[src/rtl/rx_packet_stats.sv]
// rx_packet_stats: passive AXI-Stream receive monitor. Bins completed packets by
// length, counts bad packets, bytes and max length, with atomic snapshot/clear.
module rx_packet_stats #(
  parameter int DW    = 512,
  parameter int NBINS = 4,
  parameter int CW    = 64,
  parameter int LW    = 16
) (
  input  logic                clk,
  input  logic                resetn,
  input  logic [DW-1:0]       mon_tdata,
  input  logic [DW/8-1:0]     mon_tkeep,
  input  logic                mon_tlast,
  input  logic                mon_tuser,
  input  logic                mon_tvalid,
  input  logic                mon_tready,
  input  logic [NBINS*LW-1:0] bin_len,
  input  logic                snap_req,
  input  logic                clear_req,
  output logic [NBINS*CW-1:0] snap_bins,
  output logic [CW-1:0]       snap_other,
  output logic [CW-1:0]       snap_bad,
  output logic [CW-1:0]       snap_bytes,
  output logic [LW-1:0]       snap_max_len,
  output logic                snap_valid
);

  localparam int KW  = DW / 8;
  localparam int BCW = $clog2(KW) + 1;
  localparam int SW  = ((CW > LW) ? CW : LW) + 1;

  logic           tdata_unused;
  logic [BCW-1:0] keep_cnt;
  logic           beat_q;
  logic           last_q;
  logic           user_q;
  logic [BCW-1:0] bcnt_q;

  logic [LW-1:0]    partial_q;
  logic [LW:0]      len_sum;
  logic [LW-1:0]    pkt_len;
  logic             len_sat;
  logic             pkt_done;
  logic [NBINS-1:0] bin_match;
  logic [NBINS-1:0] bin_hit;

  logic [CW-1:0] bin_cnt [NBINS];
  logic [CW-1:0] other_cnt;
  logic [CW-1:0] bad_cnt;
  logic [CW-1:0] bytes_cnt;
  logic [LW-1:0] max_len;
  logic [SW-1:0] bytes_sum;

  assign tdata_unused = ^mon_tdata;

  function automatic logic [CW-1:0] sat_inc(input logic [CW-1:0] v);
    return (&v) ? v : v + CW'(1);
  endfunction

  always_comb begin
    keep_cnt = '0;
    for (int i = 0; i < KW; i++) begin
      keep_cnt = keep_cnt + BCW'(mon_tkeep[i]);
    end
  end

  always_ff @(posedge clk) begin
    if (!resetn) begin
      beat_q <= 1'b0;
      last_q <= 1'b0;
      user_q <= 1'b0;
      bcnt_q <= '0;
    end else begin
      beat_q <= mon_tvalid & mon_tready;
      last_q <= mon_tlast;
      user_q <= mon_tuser;
      bcnt_q <= keep_cnt;
    end
  end

  // A length pinned at all-ones is treated as saturated and never hits a bin.
  always_comb begin
    len_sum   = {1'b0, partial_q} + (LW+1)'(bcnt_q);
    pkt_len   = len_sum[LW] ? {LW{1'b1}} : len_sum[LW-1:0];
    len_sat   = &pkt_len;
    pkt_done  = beat_q & last_q;
    bin_match = '0;
    for (int i = 0; i < NBINS; i++) begin
      bin_match[i] = (bin_len[i*LW +: LW] != '0) &&
                     (bin_len[i*LW +: LW] == pkt_len) && !len_sat;
    end
    bin_hit = bin_match & ~(bin_match - NBINS'(1));
  end

  always_ff @(posedge clk) begin
    if (!resetn) begin
      partial_q <= '0;
    end else if (beat_q) begin
      partial_q <= last_q ? '0 : pkt_len;
    end
  end

  assign bytes_sum = SW'(bytes_cnt) + SW'(pkt_len);

  // Clear wins over a classification landing on the same edge.
  always_ff @(posedge clk) begin
    if (!resetn || clear_req) begin
      for (int i = 0; i < NBINS; i++) begin
        bin_cnt[i] <= '0;
      end
      other_cnt <= '0;
      bad_cnt   <= '0;
      bytes_cnt <= '0;
      max_len   <= '0;
    end else if (pkt_done) begin
      if (user_q) begin
        bad_cnt <= sat_inc(bad_cnt);
      end else begin
        for (int i = 0; i < NBINS; i++) begin
          if (bin_hit[i]) begin
            bin_cnt[i] <= sat_inc(bin_cnt[i]);
          end
        end
        if (bin_hit == '0) begin
          other_cnt <= sat_inc(other_cnt);
        end
        bytes_cnt <= (|bytes_sum[SW-1:CW]) ? {CW{1'b1}} : bytes_sum[CW-1:0];
        if (pkt_len > max_len) begin
          max_len <= pkt_len;
        end
      end
    end
  end

  always_ff @(posedge clk) begin
    if (!resetn) begin
      snap_bins    <= '0;
      snap_other   <= '0;
      snap_bad     <= '0;
      snap_bytes   <= '0;
      snap_max_len <= '0;
      snap_valid   <= 1'b0;
    end else begin
      snap_valid <= snap_req;
      if (snap_req) begin
        for (int i = 0; i < NBINS; i++) begin
          snap_bins[i*CW +: CW] <= bin_cnt[i];
        end
        snap_other   <= other_cnt;
        snap_bad     <= bad_cnt;
        snap_bytes   <= bytes_cnt;
        snap_max_len <= max_len;
      end
    end
  end

endmodule

[config.mk]
export PLATFORM = sky130hd
export DESIGN_NAME = rx_packet_stats
export DESIGN_NICKNAME = d
export VERILOG_FILES = /design/src/rtl/rx_packet_stats.sv
export SDC_FILE = /design/constraint.sdc
export NUM_CORES = 2
export LEC_CHECK = 0
export BUFFER_PORTS_ARGS = -buffer_cell sky130_fd_sc_hd__buf_2
export CORE_AREA = 2 2 434 436
export CTS_CLUSTER_DIAMETER = 120
export DETAILED_ROUTE_END_ITERATION = 12
export DIE_AREA = 0 0 436 438
export MAX_ROUTING_LAYER = met4
export PLACE_DENSITY = 0.55
export SKIP_CTS_REPAIR_TIMING = 1
export SLEW_MARGIN = 25
export SYNTH_ARGS = -nofsm -noshare
export SYNTH_HDL_FRONTEND = slang
export SYNTH_SLANG_ARGS = --single-unit
[constraint.sdc]
create_clock -name clk -period 10.8 [get_ports clk]
set_input_delay 1.62 -clock clk [delete_from_list [all_inputs] [get_ports clk]]
set_output_delay 1.62 -clock clk [all_outputs]
set_load 0.1 [all_outputs]
==> impl_table.tex <==
\begin{tabular}{lr}
\hline
Metric & Value \\
\hline
\multicolumn{2}{l}{\textbf{Clocking}} \\
\quad Clock buffer count from CTS & 111 \\
\quad Insertion delay of the later-clocked pin in the worst-skew pair & 0.76 ns \\
\quad Clock sink count & 955 \\
\quad TritonCTS clock tree & done \\
\quad Root Buffer Master & sky130\_fd\_sc\_hd\_\_clkbuf\_16 \\
\quad Max clock buf depth & 3 \\
\quad Number of H-tree levels & 3 \\
\quad Clk pin slew, worst setup/hold paths & 0.06 ns \\
\multicolumn{2}{l}{\textbf{Job}} \\
\quad Max-cap check violation count & 0 \\
\multicolumn{2}{l}{\textbf{Synthesis}} \\
\quad Share of cell area taken by muxes after synthesis & 0.103 \\
\quad Syn Area/Cell & 9.84 um2 \\
\quad Compound-cell area share of the yosys netlist & 0.0620 \\
\quad Synth async-reset ratio & 0 \\
\quad Gate count of the mapped netlist & 4801 \\
\quad Post-synthesis cell area & 47200 um2 \\
\quad Register area share after synthesis & 0.459 \\
\quad Synthesized flop and latch total & 955 \\
\quad Xor-xnor portion of the synthesized cell area & 0.0722 \\
\quad Number of enable flip-flop cells after synthesis & 256 \\
\quad Simple-gate share of the synthesized area & 0.227 \\
\quad Count of unique library cells instantiated by Yosys & 91 \\
\quad Mapped Nets & 5565 \\
\quad Synth area leader & sky130\_fd\_sc\_hd\_\_dfxtp\_1 \\
\quad Synthesis Warnings & 0 \\
\quad Adder-cell share of the synthesized area & 0.0396 \\
\quad Dominant cells by area after synthesis & sky130\_fd\_sc\_hd\_\_dfxtp\_1, sky130\_fd\_sc\_hd\_\_edfxtp\_1, sky130\_fd\_sc\_hd\_\_mux2i\_1 \\
\quad Fraction of post-synthesis cell area in the top cell type by area & 0.296 \\
\quad Dominant combinational cell family by area after synthesis & simple AND/OR/NAND/NOR gates \\
\quad Top flip-flop cell by instance count after synthesis & sky130\_fd\_sc\_hd\_\_dfxtp\_1 \\
\multicolumn{2}{l}{\textbf{Pwr}} \\
\quad Switching power & 3160 uW \\
\quad Cell-internal power & 7040 uW \\
\quad Total power divided by cell area & 180 nW/um2 \\
\quad Switching power as a share of total power & 0.310 \\
\quad Static power due to leakage & 0.0219 uW \\
\quad Combinational power share & 0.243 \\
\quad Sequential cell fraction of total power & 0.379 \\
\quad Max IR drop VDD & 0.397 mV \\
\quad Clk network pwr share & 0.379 \\
\multicolumn{2}{l}{\textbf{Critical path}} \\
\quad Delay of the slowest critical-path stage & 0.75 ns \\
\quad Number of cells traversed by the worst register-to-register path & 24 \\
\quad CP endpoint kind & flip-flop \\
\quad CP startpoint kind & flip-flop \\
\quad Worst endpoint required time & 11.44 ns \\
\quad Combined buffer and inverter count along the critical path & 6 \\
\quad Cells along the critical path & ha\_1 -> fa\_1 -> a211oi\_4 -> nor3\_1 -> o21a\_1 -> buf\_4 -> nor2\_1 -> inv\_1 -> ha\_1 -> inv\_1 -> fa\_1 -> nor2b\_1 -> o21ai\_0 -> a21oi\_1 -> o21ai\_0 -> a21boi\_0 -> o2111ai\_1 -> a31oi\_1 -> o21bai\_2 -> buf\_4 -> a2111o\_2 -> buf\_16 -> buf\_16 -> a21oi\_1 \\
\quad Critical path class & reg -> reg \\
\quad Dominant delay contributor by cell family on the critical path & compound AO/OA/AOI/OAI gates \\
\quad Data arrival time of the critical path & 7.69 ns \\
\quad Cell with the largest stage delay on the worst path & sky130\_fd\_sc\_hd\_\_nor3\_1 \\
\quad Largest fanout on the critical path & 27 \\
\quad Register-to-Register Setup Slack & 3.76 ns \\
\quad RR Endpoint & bytes\_cnt[34] \\
\quad FF-to-FF Start & bcnt\_q[0] \\
\quad Number of cells on the critical path & 24 \\
\multicolumn{2}{l}{\textbf{GRT}} \\
\quad Global router's overall resource usage & 0.162 \\
\quad Initial antenna violation count & 38 \\
\quad Global-route wire length before repair & 229000 um \\
\quad Number of global-route vias before repair & 35000 \\
\quad GRT overflow & 0 \\
\quad Pin count of the biggest net entering global routing & 183 \\
\multicolumn{2}{l}{\textbf{Min path}} \\
\quad Cell depth of the worst hold path & 2 \\
\quad Type of the most critical hold path & reg -> reg \\
\quad End point of the worst hold path & max\_len[10] \\
\quad Worst hold start & max\_len[10] \\
\multicolumn{2}{l}{\textbf{STA}} \\
\quad Remaining max-slew budget at the tightest pin & 0.294 \\
\quad Max-slew violation count & 0 \\
\quad Worst-margin pin slew & 1.05 ns \\
\quad Tmin final & 7.04 ns \\
\quad Top achievable clock speed & 142 MHz \\
\quad Final setup violating endpoints & 0 \\
\quad Worst clock skew & 0.0618 ns \\
\quad Hold Violations, Final & 0 \\
\quad Setup repair after global routing missed its margin & no \\
\quad Post-route setup TNS & 0 ns \\
\quad Final period util & 0.652 \\
\quad Setup slack of the critical path after layout & 3.76 ns \\
\multicolumn{2}{l}{\textbf{Floorplan}} \\
\quad Area of the die & 191000 um2 \\
\quad Row cnt & 159 \\
\quad Ports placed on the boundary & 1113 \\
\quad Core Box Area & 187000 um2 \\
\quad Overall die width & 436 um \\
\quad Initial Utilization & 0.253 \\
\quad Die H & 438 um \\
\multicolumn{2}{l}{\textbf{Placement}} \\
\quad Post-DP HPWL & 115000 um \\
\quad Placer congestion estimate & 0.906 \\
\quad Worst setup slack after placement & 3.22 ns \\
\quad Count of buffers inserted at the top-level ports & 600 \\
\multicolumn{2}{l}{\textbf{Route}} \\
\quad Antenna violation net count after detailed routing & 0 \\
\quad Wire length per cell & 19.5 um \\
\quad Number of DRC violations after detailed routing & 0 \\
\quad DRT Pass-1 Iters & 5 \\
\quad Total wire length after detailed routing & 155000 um \\
\quad Initial DRC count & 2240 \\
\quad Via total after detailed routing & 36400 \\
\quad Number of vias per cell & 4.58 \\
\multicolumn{2}{l}{\textbf{Final layout}} \\
\quad Number of nets in the layout & 6100 \\
\quad Area Overhead vs Synth & 20.1\% \\
\quad Commonest non-fill, non-tap cell in the layout & sky130\_fd\_sc\_hd\_\_dfxtp\_1 \\
\quad Fraction of final layout cells sized beyond drive strength 1 & 0.170 \\
\quad FF/Latch Area & 21700 um2 \\
\quad Multi-input logic area & 23900 um2 \\
\quad Number of inserted filler cells in the final layout & 19500 \\
\quad Commonest non-fill, non-tap cells in the layout & sky130\_fd\_sc\_hd\_\_dfxtp\_1, sky130\_fd\_sc\_hd\_\_buf\_2, sky130\_fd\_sc\_hd\_\_nor2b\_1 \\
\multicolumn{2}{l}{\textbf{Status}} \\
\quad Status & finished, final reports clean \\
\hline
\end{tabular}
==> cell type report <==
| cell class | instances | share of cell area |
|---|---|---|
| diodes | 19 | 0.000838 |
| inverters | 204 | 0.0135 |
| repair buffers | 643 | 0.0606 |
| multi-input cells | 3421 | 0.422 |
| clock buffers | 154 | 0.0561 |
| clock inverters | 57 | 0.0101 |
| well taps | 2495 | 0.0550 |
| flip-flops and latches | 955 | 0.382 |
==> worst reg2reg max path: stages (launching register included) <==
cell and delay, ns:
sky130_fd_sc_hd__dfxtp_1 0.36, sky130_fd_sc_hd__ha_1 0.25, sky130_fd_sc_hd__fa_1 0.39, sky130_fd_sc_hd__a211oi_4 0.16
sky130_fd_sc_hd__nor3_1 0.75, sky130_fd_sc_hd__o21a_1 0.19, sky130_fd_sc_hd__buf_4 0.33, sky130_fd_sc_hd__nor2_1 0.23
sky130_fd_sc_hd__inv_1 0.37, sky130_fd_sc_hd__ha_1 0.26, sky130_fd_sc_hd__inv_1 0.06, sky130_fd_sc_hd__fa_1 0.37
sky130_fd_sc_hd__nor2b_1 0.17, sky130_fd_sc_hd__o21ai_0 0.13, sky130_fd_sc_hd__a21oi_1 0.20, sky130_fd_sc_hd__o21ai_0 0.12
sky130_fd_sc_hd__a21boi_0 0.35, sky130_fd_sc_hd__o2111ai_1 0.40, sky130_fd_sc_hd__a31oi_1 0.38, sky130_fd_sc_hd__o21bai_2 0.10
sky130_fd_sc_hd__buf_4 0.23, sky130_fd_sc_hd__a2111o_2 0.66, sky130_fd_sc_hd__buf_16 0.23, sky130_fd_sc_hd__buf_16 0.18
sky130_fd_sc_hd__a21oi_1 0.14
==> worst max-delay path by stage <==
stage | startpoint | end
floorplan | bcnt_q[0] | bin_cnt[3][0]
global placement | mon_tkeep[35] | bcnt_q[6]
CTS | bcnt_q[0] | bytes_cnt[63]
detailed placement | mon_tkeep[35] | bcnt_q[6]
global route | bcnt_q[0] | bytes_cnt[42]
finish | bcnt_q[0] | bytes_cnt[34]
==> cell usage after synthesis, types with 16 or more instances <==
| master | n |
|---|---|
| sky130_fd_sc_hd__dfxtp_1 | 699 |
| sky130_fd_sc_hd__nor2b_1 | 488 |
| sky130_fd_sc_hd__mux2i_1 | 482 |
| sky130_fd_sc_hd__nor2_1 | 445 |
| sky130_fd_sc_hd__nand2_1 | 278 |
| sky130_fd_sc_hd__edfxtp_1 | 256 |
| sky130_fd_sc_hd__inv_1 | 204 |
| sky130_fd_sc_hd__xor2_1 | 200 |
| sky130_fd_sc_hd__xnor2_1 | 179 |
| sky130_fd_sc_hd__nand3_1 | 168 |
| sky130_fd_sc_hd__a21oi_1 | 162 |
| sky130_fd_sc_hd__clkbuf_1 | 141 |
| sky130_fd_sc_hd__nand4_1 | 101 |
| sky130_fd_sc_hd__o21ai_0 | 101 |
| sky130_fd_sc_hd__or3_1 | 86 |
| sky130_fd_sc_hd__and3_1 | 84 |
| sky130_fd_sc_hd__ha_1 | 60 |
| sky130_fd_sc_hd__nor3_1 | 59 |
| sky130_fd_sc_hd__fa_1 | 56 |
| sky130_fd_sc_hd__nor4_1 | 50 |
| sky130_fd_sc_hd__nor2_4 | 48 |
| sky130_fd_sc_hd__buf_1 | 40 |
| sky130_fd_sc_hd__and4_1 | 36 |
| sky130_fd_sc_hd__and2_1 | 33 |
| sky130_fd_sc_hd__buf_2 | 31 |
| sky130_fd_sc_hd__a211oi_1 | 25 |
| sky130_fd_sc_hd__nand2b_1 | 20 |
| sky130_fd_sc_hd__or4_1 | 19 |
| sky130_fd_sc_hd__a31oi_1 | 18 |
| sky130_fd_sc_hd__a21o_1 | 16 |
| sky130_fd_sc_hd__o31ai_1 | 16 |
==> flip-flops by register name, summed over array words and instances (netlist names), 16 cells and up <==
register      flops
bad_cnt          64
bin_cnt         256
bytes_cnt        64
max_len          16
other_cnt        64
partial_q        16
snap_bad         64
snap_bins       256
snap_bytes       64
snap_max_len     16
snap_other       64
==> cells by family (layout without fill, tap and decap cells) <==
kind of cell / count (synthesis) / in the layout
compound gates: 465 / 465
xor+xnor: 383 / 383
fa+ha+maj: 116 / 116
buf+inv: 425 / 1058
flops: 955 / 955
mux: 487 / 487
other cells: 0 / 19
simple gates: 1970 / 1970
==> per-layer routing <==
metal	share of wire	vias up	wire (um)	global-route usage
li1	-	17700	-	-
met1	0.43	17500	67000	0.196
met2	0.46	896	71800	0.255
met3	0.057	276	8820	0.0322
met4	0.049	0	7590	0.0812
met5	0	-	0	-
==> power by group through the flow <==
stage	registers (uW)	logic [uW]	clock network (uW)
2_1_floorplan	4130	1710	0
3_3_place_gp	3940	2470	0
3_5_place_dp	3940	2510	0
4_1_cts	3860	2520	3990
5_1_grt	3870	2830	4130
6_report	3860	2470	3860
==> through the flow <==
stage	instance area [um2]	std cells	hold WS, ns	total power (uW)	util
final	56700	7948	0.485	10200	0.304
after global routing	56700	7947	0.510	10800	0.304
after CTS	56700	7929	0.488	10400	0.304
after detailed placement	52900	7718	0.481	6450	0.284
after global placement	52800	7716	0.481	6400	0.283
after floorplan	47200	4801	0.451	5850	-
(Power assumes the default switching activity.)
